### config.mk
export PLATFORM = sky130hd
export DESIGN_NAME = oka_64bit
export DESIGN_NICKNAME = d
export VERILOG_FILES = /design/src/rtl/oka_64bit.sv
export SDC_FILE = /design/constraint.sdc
export NUM_CORES = 2
export LEC_CHECK = 0
export ABC_AREA = 0
export ABC_CLOCK_PERIOD_IN_PS = 10700
export CORE_MARGIN = 2
export CORE_UTILIZATION = 56
export DETAILED_ROUTE_END_ITERATION = 10
export GPL_TIMING_DRIVEN = 0
export PLACE_DENSITY = 0.86
export SLEW_MARGIN = 0
export SYNTH_ARGS = -nofsm -noshare
export SYNTH_HDL_FRONTEND = slang
export SYNTH_SLANG_ARGS = --single-unit
### constraint.sdc
create_clock -name clk -period 10.7 [get_ports clk]
set_input_delay 2.14 -clock clk [delete_from_list [all_inputs] [get_ports clk]]
set_output_delay 2.14 -clock clk [all_outputs]
set_load 0.005 [all_outputs]
### src/rtl/oka_64bit.sv
// ----------------------------------------------------------------------------
// oka_64bit
//   Two-stage pipelined 64x64 carry-less multiplier over GF(2)[x], built with
//   the Overlap-free Karatsuba Algorithm (OKA). The result is the unreduced
//   127-bit polynomial product; reduction happens downstream.
//
//   Decomposition: 64 -> 32 -> 16 -> 8. The 8x8 leaves are schoolbook
//   AND/XOR arrays; every level above recombines its three sub-products
//   (L, H, M) with XORs only.
//
//   Stage 1 registers L = Al*Bl, H = Ah*Bh, M = (Al^Ah)*(Bl^Bh), each a
//   63-bit product of 32-bit halves, together with a valid bit.
//   Stage 2 registers the recombined product y and out_valid.
//
// Ports
//   clk        system clock, rising edge
//   rst        asynchronous, active-high reset; clears every pipeline register
//   a, b       64-bit operands, bit i = coefficient of x^i
//   in_valid   operands are accepted on a rising edge where this is high
//   y          127-bit product, bit k = coefficient of x^k
//   out_valid  one-cycle pulse aligned with y for each accepted operand pair
//
// Handshake: valid-only, no ready. Every rising edge where in_valid = 1
// accepts one operand pair; out_valid = 1 appears exactly once for it, two
// register stages later. There is no backpressure, so downstream must take
// y in the cycle out_valid is high. The registers load every cycle, so y
// is only meaningful while out_valid = 1.
// ----------------------------------------------------------------------------
module oka_64bit (
    input  logic         clk,
    input  logic         rst,
    input  logic [63:0]  a,
    input  logic [63:0]  b,
    input  logic         in_valid,
    output logic [126:0] y,
    output logic         out_valid
);

    // 8x8 schoolbook leaf: every partial product a[i]&b[j] lands on x^(i+j).
    function automatic logic [14:0] clmul8(input logic [7:0] x, input logic [7:0] z);
        logic [14:0] r;
        r = '0;
        for (int i = 0; i < 8; i++) begin
            for (int j = 0; j < 8; j++) begin
                r[i+j] = r[i+j] ^ (x[i] & z[j]);
            end
        end
        return r;
    endfunction

    // 16x16 OKA step on 8-bit halves -> 31-bit product.
    function automatic logic [30:0] oka16(input logic [15:0] x, input logic [15:0] z);
        logic [14:0] l;
        logic [14:0] h;
        logic [14:0] m;
        logic [14:0] c;
        l = clmul8(x[7:0], z[7:0]);
        h = clmul8(x[15:8], z[15:8]);
        m = clmul8(x[7:0] ^ x[15:8], z[7:0] ^ z[15:8]);
        c = m ^ l ^ h;
        return {16'b0, l} ^ {8'b0, c, 8'b0} ^ {h, 16'b0};
    endfunction

    // 32x32 OKA step on 16-bit halves -> 63-bit product.
    function automatic logic [62:0] oka32(input logic [31:0] x, input logic [31:0] z);
        logic [30:0] l;
        logic [30:0] h;
        logic [30:0] m;
        logic [30:0] c;
        l = oka16(x[15:0], z[15:0]);
        h = oka16(x[31:16], z[31:16]);
        m = oka16(x[15:0] ^ x[31:16], z[15:0] ^ z[31:16]);
        c = m ^ l ^ h;
        return {32'b0, l} ^ {16'b0, c, 16'b0} ^ {h, 32'b0};
    endfunction

    // ------------------------------------------------------------------
    // Stage 1: three 32x32 sub-products
    // ------------------------------------------------------------------
    logic [62:0] l_q;
    logic [62:0] h_q;
    logic [62:0] m_q;
    logic        v1_q;

    always_ff @(posedge clk or posedge rst) begin
        if (rst) begin
            l_q  <= '0;
            h_q  <= '0;
            m_q  <= '0;
            v1_q <= 1'b0;
        end else begin
            l_q  <= oka32(a[31:0], b[31:0]);
            h_q  <= oka32(a[63:32], b[63:32]);
            m_q  <= oka32(a[31:0] ^ a[63:32], b[31:0] ^ b[63:32]);
            v1_q <= in_valid;
        end
    end

    // ------------------------------------------------------------------
    // Stage 2: overlap-free recombination y = L ^ (C << 32) ^ (H << 64)
    // L spans bits 0..62, C<<32 spans 32..94, H<<64 spans 64..126. Bit 63
    // is touched only by C[31] and bit 95 only by H[31]; every other
    // segment is a plain XOR of at most two slices.
    // ------------------------------------------------------------------
    logic [62:0]  c_mid;
    logic [126:0] y_next;

    always_comb begin
        c_mid          = m_q ^ l_q ^ h_q;
        y_next         = '0;
        y_next[31:0]   = l_q[31:0];
        y_next[62:32]  = l_q[62:32] ^ c_mid[30:0];
        y_next[63]     = c_mid[31];
        y_next[94:64]  = c_mid[62:32] ^ h_q[30:0];
        y_next[95]     = h_q[31];
        y_next[126:96] = h_q[62:32];
    end

    always_ff @(posedge clk or posedge rst) begin
        if (rst) begin
            y         <= '0;
            out_valid <= 1'b0;
        end else begin
            y         <= y_next;
            out_valid <= v1_q;
        end
    end

endmodule

==> run metrics <==
Max Slew Vio Count 0; routed wl met2 57500 microns; CTS root buf clkbuf_16; pwr/cell area 343 nW/um^2; Initial DRC Count 4719; router iterations before antenna repair 6; CP Class in -> reg; TritonCTS clock tree built; dpl ws 4.57 ns; Die Span Y 262 microns; Switch Pwr 7.14 mW; hpwl dp 109000 microns; Ports 259; Routed wire per std cell 24.4 microns; Max Used Layer met5; sequential power share 16.2%; vias in the first global route 31000; Die X-Extent 262 microns; sequential share of the synthesized area 21.4%; # Post-CTS Setup Buffers 0; Final ANT Viol Nets 0; final core utilization 64.1%; Synth Flop Type dfrtp_1; Hold Slack 0.354 ns; CTS sink count 318; Post-synth EDFFs 0; Tot GR Track Use 40.8%; logic gate share of total power 74.9%; GR Overflow Total 0; Clock power frac 8.8%; ys async rst share 100%; Starting Density 56.5%; status completed; Pleak 16.3 nW; share of layout cells above drive strength 1 6.45%; Clock Latency Late Sink 0.58 ns; nets 5039; Max Clock Freq 166 MHz; CP arrival 6.49 ns; Vias 32800; IO buf count 254; DRC 0; Yosys cell types 23; Least-Margin Pin Slew 1.45 ns; Yosys warning count 0; Post-Syn Area 37100 sq um; max cap viols 0; Setup-failing EPs final 0; count of final hold-check violations 0; core region area 65700 sq um; max_slew headroom 2.53%; Worst setup EP type flip-flop; total power 14.5 mW; post-route setup slack 4.67 ns; CTS clk-pin slew, worst paths 0.06 ns; Syn Nets 4741; post-synth top area share 41.4%; pin count of the biggest net entering global routing 44; CTS buffer count 34; wl on met1 52500 microns; Bufs on Longest Clock Path 3; Synth area leader xnor2_1; die area 68400 sq um; CTS resizes 0; initial antenna violation count 4; Period minus WS final 6.03 ns; Rows 94; cell count after synthesis 4610; final period utilization 56.3%; top post-synthesis cells by area xnor2_1, dfrtp_1, nor2_1, xor2_1, nand2_1; Pint 7.32 mW; peak supply drop 198 uV; routed wl met3 20000 microns; htree depth 2; CP Launch Type input port; global-route wire length before repair 204000 microns; RSZ-0062 raised after global routing false; Syn-to-layout area delta 13.4%; Tightest Hold Check Type reg -> reg; final WL 142000 microns; CP max FO 10; Sw Share 49.4%; CP required 11.17 ns; Mean Syn Cell Area 8.06 sq um; cts hold-fix bufs 0; total negative slack 0 ns; Seq cells post-synth 318; routability cong. 1.03; Final Skew 0.0242 ns; DR vias/cell 5.65
area by class of cell:
cell class,instances,area [sq um]
Clock inverter,20,273
Timing Repair Buffer,262,2700
Inverter,18,71.3
Sequential cell,318,7960
Buffer,165,788
Multi-Input combinational cell,4109,28300
Fill cell,5389,23600
Clock buffer,41,927
Antenna cell,2,5.00
Tap cell,864,1080
routing by layer:
metal	up-vias	track usage (%)
li1	14400	-
met1	15500	54.4
met2	2447	58.1
met3	524	10.5
met4	6	26.9
met5	-	0
cell usage in the layout (no fill, tap or decap), types with 2 or more instances in the layout:
cell type	Yosys	layout
inv_6	0	3
clkbuf_1	35	37
inv_1	18	17
buf_2	105	105
xnor2_2	114	114
diode_2	0	2
clkinv_8	0	2
mux2_2	5	5
o21ai_0	4	4
nor2b_1	3	3
buf_4	10	10
dfrtp_1	318	318
nor2_1	1214	1214
buf_1	15	15
clkdlybuf4s50_1	0	254
a21oi_1	4	4
xor2_1	444	444
o22ai_1	3	3
clkinv_4	0	2
and2_1	5	5
buf_12	0	8
clkbuf_8	0	5
bufinv_16	0	4
xnor2_4	16	16
clkinv_2	0	7
clkbuf_16	0	34
xnor2_1	1756	1756
nand2_1	536	536
path summary, 6_finish.rpt:
check,start,to,slack [ns],cells past startpoint
min in group asynchronous,rst,v1_q,2.05,2
hold / removal,v1_q,out_valid,0.35,0
hold reg to reg,v1_q,out_valid,0.35,0
setup reg to reg,h_q[17],y[49],8.89,2
setup / recovery,b[32],h_q[26],4.67,10
max in group asynchronous,rst,h_q[41],7.19,6
stage by stage:
step | cells | instance area, sq um
floorplan | 4610 | 37100
global placement | 5728 | 40800
detailed placement | 5736 | 40900
CTS | 5797 | 42100
global route | 5797 | 42100
finish | 5799 | 42100
sequential cells by signal, summed over array words and instances (netlist names):
| name | cells |
|---|---|
| v1_q | 1 |
| out_valid | 1 |
| y | 127 |
| l_q | 63 |
| m_q | 63 |
| h_q | 63 |
logic make-up after synthesis:
group                  share of synthesized area [%]
XOR/XNOR                                        58.1
AND/OR/NAND/NOR                                 17.9
flip-flops                                      21.4
buffers and inverters                           2.30
AO/OA/AOI/OAI                                  0.192
multiplexers                                   0.152
synth_stat cells (10+ instances only):
| master | count |
|---|---|
| buf_1 | 15 |
| buf_2 | 105 |
| buf_4 | 10 |
| clkbuf_1 | 35 |
| dfrtp_1 | 318 |
| inv_1 | 18 |
| nand2_1 | 536 |
| nor2_1 | 1214 |
| xnor2_1 | 1756 |
| xnor2_2 | 114 |
| xnor2_4 | 16 |
| xor2_1 | 444 |
power by group through the flow:
stage | sequential (mW) | clock (mW) | combinational (mW)
3_5_place_dp | 2.35 | 0 | 10.4
4_1_cts | 2.34 | 1.29 | 10.5
6_report | 2.35 | 1.28 | 10.8
2_1_floorplan | 2.21 | 0 | 7.23
3_3_place_gp | 2.33 | 0 | 10.2
5_1_grt | 2.38 | 1.33 | 11.2
worst max-delay path: stages:
cell and delay [ns]:
clkdlybuf4s50_1 0.79, clkbuf_1 0.50, nand2_1 0.13, xor2_1 0.19, xnor2_1 1.10, xnor2_1 0.22
xnor2_1 0.19, xnor2_1 0.77, xnor2_1 0.19, xnor2_1 0.27
(Power assumes the default switching activity.)
